===== src/rtl/core_alu_issue.sv =====
// Issue stage ahead of core_alu: decodes OP/OP-IMM/LUI/AUIPC and builds the ALU opcode and operands.
// It strobes the ALU, then hands the result to writeback. ALU_ISSUE_BYPASS_EN adds WB->EXEC overlap and forwarding.
module core_alu_issue #(
   parameter int XLEN          = 32,
   parameter int RST_PC_UNUSED = 0
) (
   input  logic        CLK,
   input  logic        RST,
   input  logic        ID_VALID,
   output logic        ID_READY,
   input  logic [31:0] ID_INSTR,
   input  logic [31:0] ID_PC,
   input  logic [31:0] RS1_DATA,
   input  logic [31:0] RS2_DATA,
   output logic        C_ALU,
   output logic [9:0]  OPCODE_ALU,
   output logic [31:0] ALU_I1,
   output logic [31:0] ALU_I2,
   input  logic [31:0] ALU_O,
   output logic        WB_VALID,
   input  logic        WB_READY,
   output logic [4:0]  WB_RD,
   output logic [31:0] WB_DATA,
   output logic        ILLEGAL
);

   // state  | meaning
   // S_IDLE | waiting for an instruction from decode
   // S_EXEC | ALU capture strobe asserted for this one cycle
   // S_WB   | result offered to the register file until WB_READY
   localparam logic [1:0] S_IDLE = 2'd0;
   localparam logic [1:0] S_EXEC = 2'd1;
   localparam logic [1:0] S_WB   = 2'd2;

   localparam logic [6:0] OPC_OP    = 7'b0110011;
   localparam logic [6:0] OPC_OPIMM = 7'b0010011;
   localparam logic [6:0] OPC_LUI   = 7'b0110111;
   localparam logic [6:0] OPC_AUIPC = 7'b0010111;
   localparam logic [6:0] F7_ALT    = 7'b0100000;
   localparam logic [9:0] ALU_CODE_SUM = 10'b0000000_000;

   if (XLEN != 32 || RST_PC_UNUSED != 0) begin : g_bad_param
      $error("core_alu_issue supports only XLEN=32 and RST_PC_UNUSED=0");
   end

   logic [1:0]  state;
   logic [6:0]  opc;
   logic [2:0]  f3;
   logic [6:0]  f7;
   logic [31:0] rs1_val;
   logic [31:0] rs2_val;
   logic        dec_legal;
   logic [9:0]  dec_op;
   logic [31:0] dec_i1;
   logic [31:0] dec_i2;
   logic        accept;

   assign opc = ID_INSTR[6:0];
   assign f3  = ID_INSTR[14:12];
   assign f7  = ID_INSTR[31:25];

   assign C_ALU    = (state == S_EXEC);
   assign WB_VALID = (state == S_WB);
   assign WB_DATA  = WB_VALID ? ALU_O : 32'd0;

`ifdef ALU_ISSUE_BYPASS_EN
   logic [4:0] rs1;
   logic [4:0] rs2;
   assign rs1 = ID_INSTR[19:15];
   assign rs2 = ID_INSTR[24:20];
   // Only an accept in S_WB can see a pending result, so forwarding is gated by WB_VALID.
   assign rs1_val  = (WB_VALID && rs1 != 5'd0 && rs1 == WB_RD) ? WB_DATA : RS1_DATA;
   assign rs2_val  = (WB_VALID && rs2 != 5'd0 && rs2 == WB_RD) ? WB_DATA : RS2_DATA;
   assign ID_READY = ~RST & ((state == S_IDLE) | ((state == S_WB) & WB_READY));
`else
   assign rs1_val  = RS1_DATA;
   assign rs2_val  = RS2_DATA;
   assign ID_READY = ~RST & (state == S_IDLE);
`endif

   assign accept = ID_VALID & ID_READY;

   always_comb begin
      dec_legal = 1'b0;
      dec_op    = ALU_CODE_SUM;
      dec_i1    = 32'd0;
      dec_i2    = 32'd0;
      case (opc)
         OPC_OP: begin
            dec_i1 = rs1_val;
            dec_i2 = rs2_val;
            dec_op = {f7, f3};
            // The ALU shifts by all of I2, so trim to the 5-bit shift amount.
            if (f3 == 3'b001 || f3 == 3'b101) dec_i2 = {27'd0, rs2_val[4:0]};
            if (f7 == 7'd0) dec_legal = 1'b1;
            else if (f7 == F7_ALT && (f3 == 3'b000 || f3 == 3'b101)) dec_legal = 1'b1;
         end
         OPC_OPIMM: begin
            dec_i1    = rs1_val;
            dec_i2    = {{20{ID_INSTR[31]}}, ID_INSTR[31:20]};
            dec_op    = {7'd0, f3};
            dec_legal = 1'b1;
            if (f3 == 3'b001) begin
               dec_i2    = {27'd0, ID_INSTR[24:20]};
               dec_legal = (f7 == 7'd0);
            end else if (f3 == 3'b101) begin
               dec_i2    = {27'd0, ID_INSTR[24:20]};
               dec_legal = (f7 == 7'd0) || (f7 == F7_ALT);
               if (f7 == F7_ALT) dec_op = {F7_ALT, f3};
            end
         end
         OPC_LUI: begin
            dec_legal = 1'b1;
            dec_i2    = {ID_INSTR[31:12], 12'd0};
         end
         OPC_AUIPC: begin
            dec_legal = 1'b1;
            dec_i1    = ID_PC;
            dec_i2    = {ID_INSTR[31:12], 12'd0};
         end
         default: ;
      endcase
   end

   always_ff @(posedge CLK or posedge RST) begin
      if (RST) begin
         state      <= S_IDLE;
         OPCODE_ALU <= 10'd0;
         ALU_I1     <= 32'd0;
         ALU_I2     <= 32'd0;
         WB_RD      <= 5'd0;
         ILLEGAL    <= 1'b0;
      end else begin
         ILLEGAL <= accept & ~dec_legal;
         if (accept && dec_legal) begin
            state      <= S_EXEC;
            OPCODE_ALU <= dec_op;
            ALU_I1     <= dec_i1;
            ALU_I2     <= dec_i2;
            WB_RD      <= ID_INSTR[11:7];
         end else begin
            case (state)
               S_EXEC:  state <= S_WB;
               S_WB:    if (WB_READY) state <= S_IDLE;
               default: state <= S_IDLE;
            endcase
         end
      end
   end

endmodule


===== config.mk =====
export PLATFORM = sky130hd
export DESIGN_NAME = core_alu_issue
export DESIGN_NICKNAME = d
export VERILOG_FILES = /design/src/rtl/core_alu_issue.sv
export SDC_FILE = /design/constraint.sdc
export NUM_CORES = 1
export LEC_CHECK = 0
export CORE_AREA = 2 2 108 110
export CTS_BUF_LIST = sky130_fd_sc_hd__clkbuf_4
export DETAILED_ROUTE_END_ITERATION = 16
export DIE_AREA = 0 0 110 112
export DONT_BUFFER_PORTS = 1
export GPL_ROUTABILITY_DRIVEN = 0
export SETUP_SLACK_MARGIN = 0.2
export SLEW_MARGIN = 10
export SYNTH_ARGS = -nofsm -noshare
export SYNTH_HDL_FRONTEND = slang
export SYNTH_SLANG_ARGS = --single-unit

===== constraint.sdc =====
create_clock -name CLK -period 2.8 [get_ports CLK]
set_input_delay 0.14 -clock CLK [delete_from_list [all_inputs] [get_ports CLK]]
set_output_delay 0.14 -clock CLK [all_outputs]
set_load 0.02 [all_outputs]

==> metrics.cfg <==
[sta]
fin_crit_ns=2.250
finalSetupTns_ns=0
fin_ws_ns=0.5498
clock_skew_ns=0.007056
worst_pin_slew_ns=1.049
finalHoldViolCount=0
finalCritPeriodShare_pct=80.36
rsz0062_at_grt=no
max-slew-margin-rel_pct=29.72
fmax_ghz=0.4444
finalSetupViolations=0
drv_slew=0

[flow_run]
cap_viol_max_count=0

[detailed_routing]
wirelength_um=13740
drc=0
wire_per_inst_um=20.44
ant_nets=0
drt_iter0_drc=210
dr.pass1.iters=5
vias_per_cell=5.304
num_vias=3564

[setup_path]
cp-end-kind=primary output
path_buf_inv=0
arrival_ns=2.11
crit_fanout=34
crit_path_max_incr_delay_ns=0.82
path_cells=nor2b_2 -> and2_1
worst-setup-path-type=flop to primary output
critical_path.top_delay_family=simple AND/OR/NAND/NOR gates
required_ns=2.66
crit_slowest_cell=nor2b_2
startpoint_type=flop

[finish]
layout-drive-gt1-share_pct=18.53
fillers=991
insertedDiodeCount=0
stdcell_count=672
nets=688
syn2layout_area_growth_pct=28.44

[die]
start_util_pct=38.74
die_x_um=110
fp-row-count=39
die_area_um2=12320
io_pins=279
core-area_um2=11170
chipHeight_um=112

[global_route]
grt_max_degree=83
antenna_found_initial=1
grt_pass1_vias=3792
grt_pass1_wl_um=20090
grt_overflow=0
track_usage_pct=21.98

[pwr]
p_leak_nw=2.698
power_density_nw_per_um2=439.0
peakVddDrop_mv=0.2337

[logic_synthesis]
synth_top_area_cell=dfrtp_1
synthDominantCellAreaShare_pct=47.40
ys_top_cells_by_area=dfrtp_1 47%, mux2_2 17%, o21ai_0 5.9%
ys_ff_latch=82
synth_fp_nets=599
syn_area_um2=4329
synth.distinct_cells=31
synth.avg_cell_area_um2=9.952
yosys_warnings=0
synth_cells=435
seq_area_frac_synth_pct=47.40

[run_status]
status=finished clean

[hold_path]
hold_path_class=input port to flop

[cts]
cts_setup_buffers=0
cts-root-buf=clkbuf_4
htree_levels=3
cts_buffers=9
clock_latency_ns=0.44
cts_buffer_depth=2
clk_pin_slew_ns=0.13
cts_sinks=82
cts_tree=yes

[placed_design]
portBuffers=0
pre_cts_ws_ns=0.5144
place_inst=555
dp_hpwl_um=8861

[metal layers]
metal  global-route usage (%)  share of wire (%)  vias up
li1                         -                  -     1614
met1                    25.70                 40     1752
met2                    37.83                 50      178
met3                    6.967                8.5       18
met4                    6.920                1.7        2
met5                        0               0.14        -
[layout make-up]
| cell class | instances | area, µm² | share of cell area, % |
|---|---|---|---|
| clock buffer | 9 | 67.56 | 1.215 |
| clock inverter | 7 | 45.04 | 0.8101 |
| inverter | 35 | 132.6 | 2.385 |
| multi-input combinational | 288 | 1986 | 35.71 |
| sequential | 82 | 2052 | 36.90 |
| tap | 143 | 178.9 | 3.218 |
| timing repair buffer | 108 | 1099 | 19.76 |
[synth_stat cells, drive strengths merged]
cell type and instances:
dfrtp 82, mux2 73, nand2 53, o21ai 51
inv 35, and2 32, clkbuf 21, a21oi 20
nor2 16, nor2b 16, mux2i 12, buf 9
nor3 3, nor3b 2, a21o 1, a31oi 1
nand3 1, nand4 1, o211ai 1, o21bai 1
o22ai 1, or2 1, or4 1, xor2 1
[worst paths after layout]
kind,startpoint,endpoint,slack (ns),depth (start not counted)
max,state[0],WB_DATA[11],0.55,2
min,ID_INSTR[24],ALU_I2[4],0.03,3
max reg2reg,state[0],ALU_I2[20],0.75,5
min reg2reg,OPCODE_ALU[4],OPCODE_ALU[4],0.66,1
max in group asynchronous,RST,ILLEGAL,2.16,3
min in group asynchronous,RST,OPCODE_ALU[3],0.24,3
[registers in the layout, indices dropped and copies added (netlist names)]
register,flops
WB_RD,5
state,2
ILLEGAL,1
OPCODE_ALU,10
ALU_I2,32
ALU_I1,32
[per-stage QoR]
stage	instance area (µm²)	hold WS, ns	utilization, %	power [mW]
floorplan	4329	0.2916	-	1.652
global placement	4427	0.1565	39.61	1.700
detailed placement	4427	0.1634	39.61	1.713
CTS	5550	0.0001343	49.67	2.480
global route	5560	0.003926	49.76	2.586
finish	5560	0.03259	49.76	2.441
[worst reg2reg max path: stages, from the launching register on]
cell and delay, ns:
dfrtp_1 0.42, nor3_1 0.26, nand2_1 0.15, nor3_4 0.25, buf_4 0.45, mux2_2 0.42
[what timing repair did]
item | 4_1_cts | 5_1_grt
hold buffers | 100 | 1
gates resized for setup | 0 | 0
hold endpoints to repair | 152 | 1
[kinds of logic (layout without fill, tap and decap cells)]
group	Yosys count	after routing	share of synthesized area, %
AOI/OAI and AO/OA	76	76	9.104
xor gates and xnor gates	1	1	0.2023
buffers and inverters	65	159	6.850
DFF	82	82	47.40
muxes	85	85	21.76
and+or+nand+nor	126	126	14.68
[cell usage in the layout, fill, tap and decap left out, types with 2 or more instances in the layout]
master,n
mux2_2,67
mux2_1,6
nor2b_1,14
a21oi_1,19
dlygate4sd3_1,100
o21ai_0,51
inv_1,34
clkbuf_4,9
mux2i_1,12
nor2b_2,2
clkinv_2,3
clkinvlp_4,3
and2_1,32
nor2_1,16
dfrtp_1,82
buf_12,3
buf_4,5
nand2_1,53
[where the power goes]
part	internal [mW]	switching, mW
registers	1.27	0.174
logic	0.226	0.165
clock network	0.179	0.428
total	1.67	0.767
Note: power is estimated with default switching activity, not from simulation.
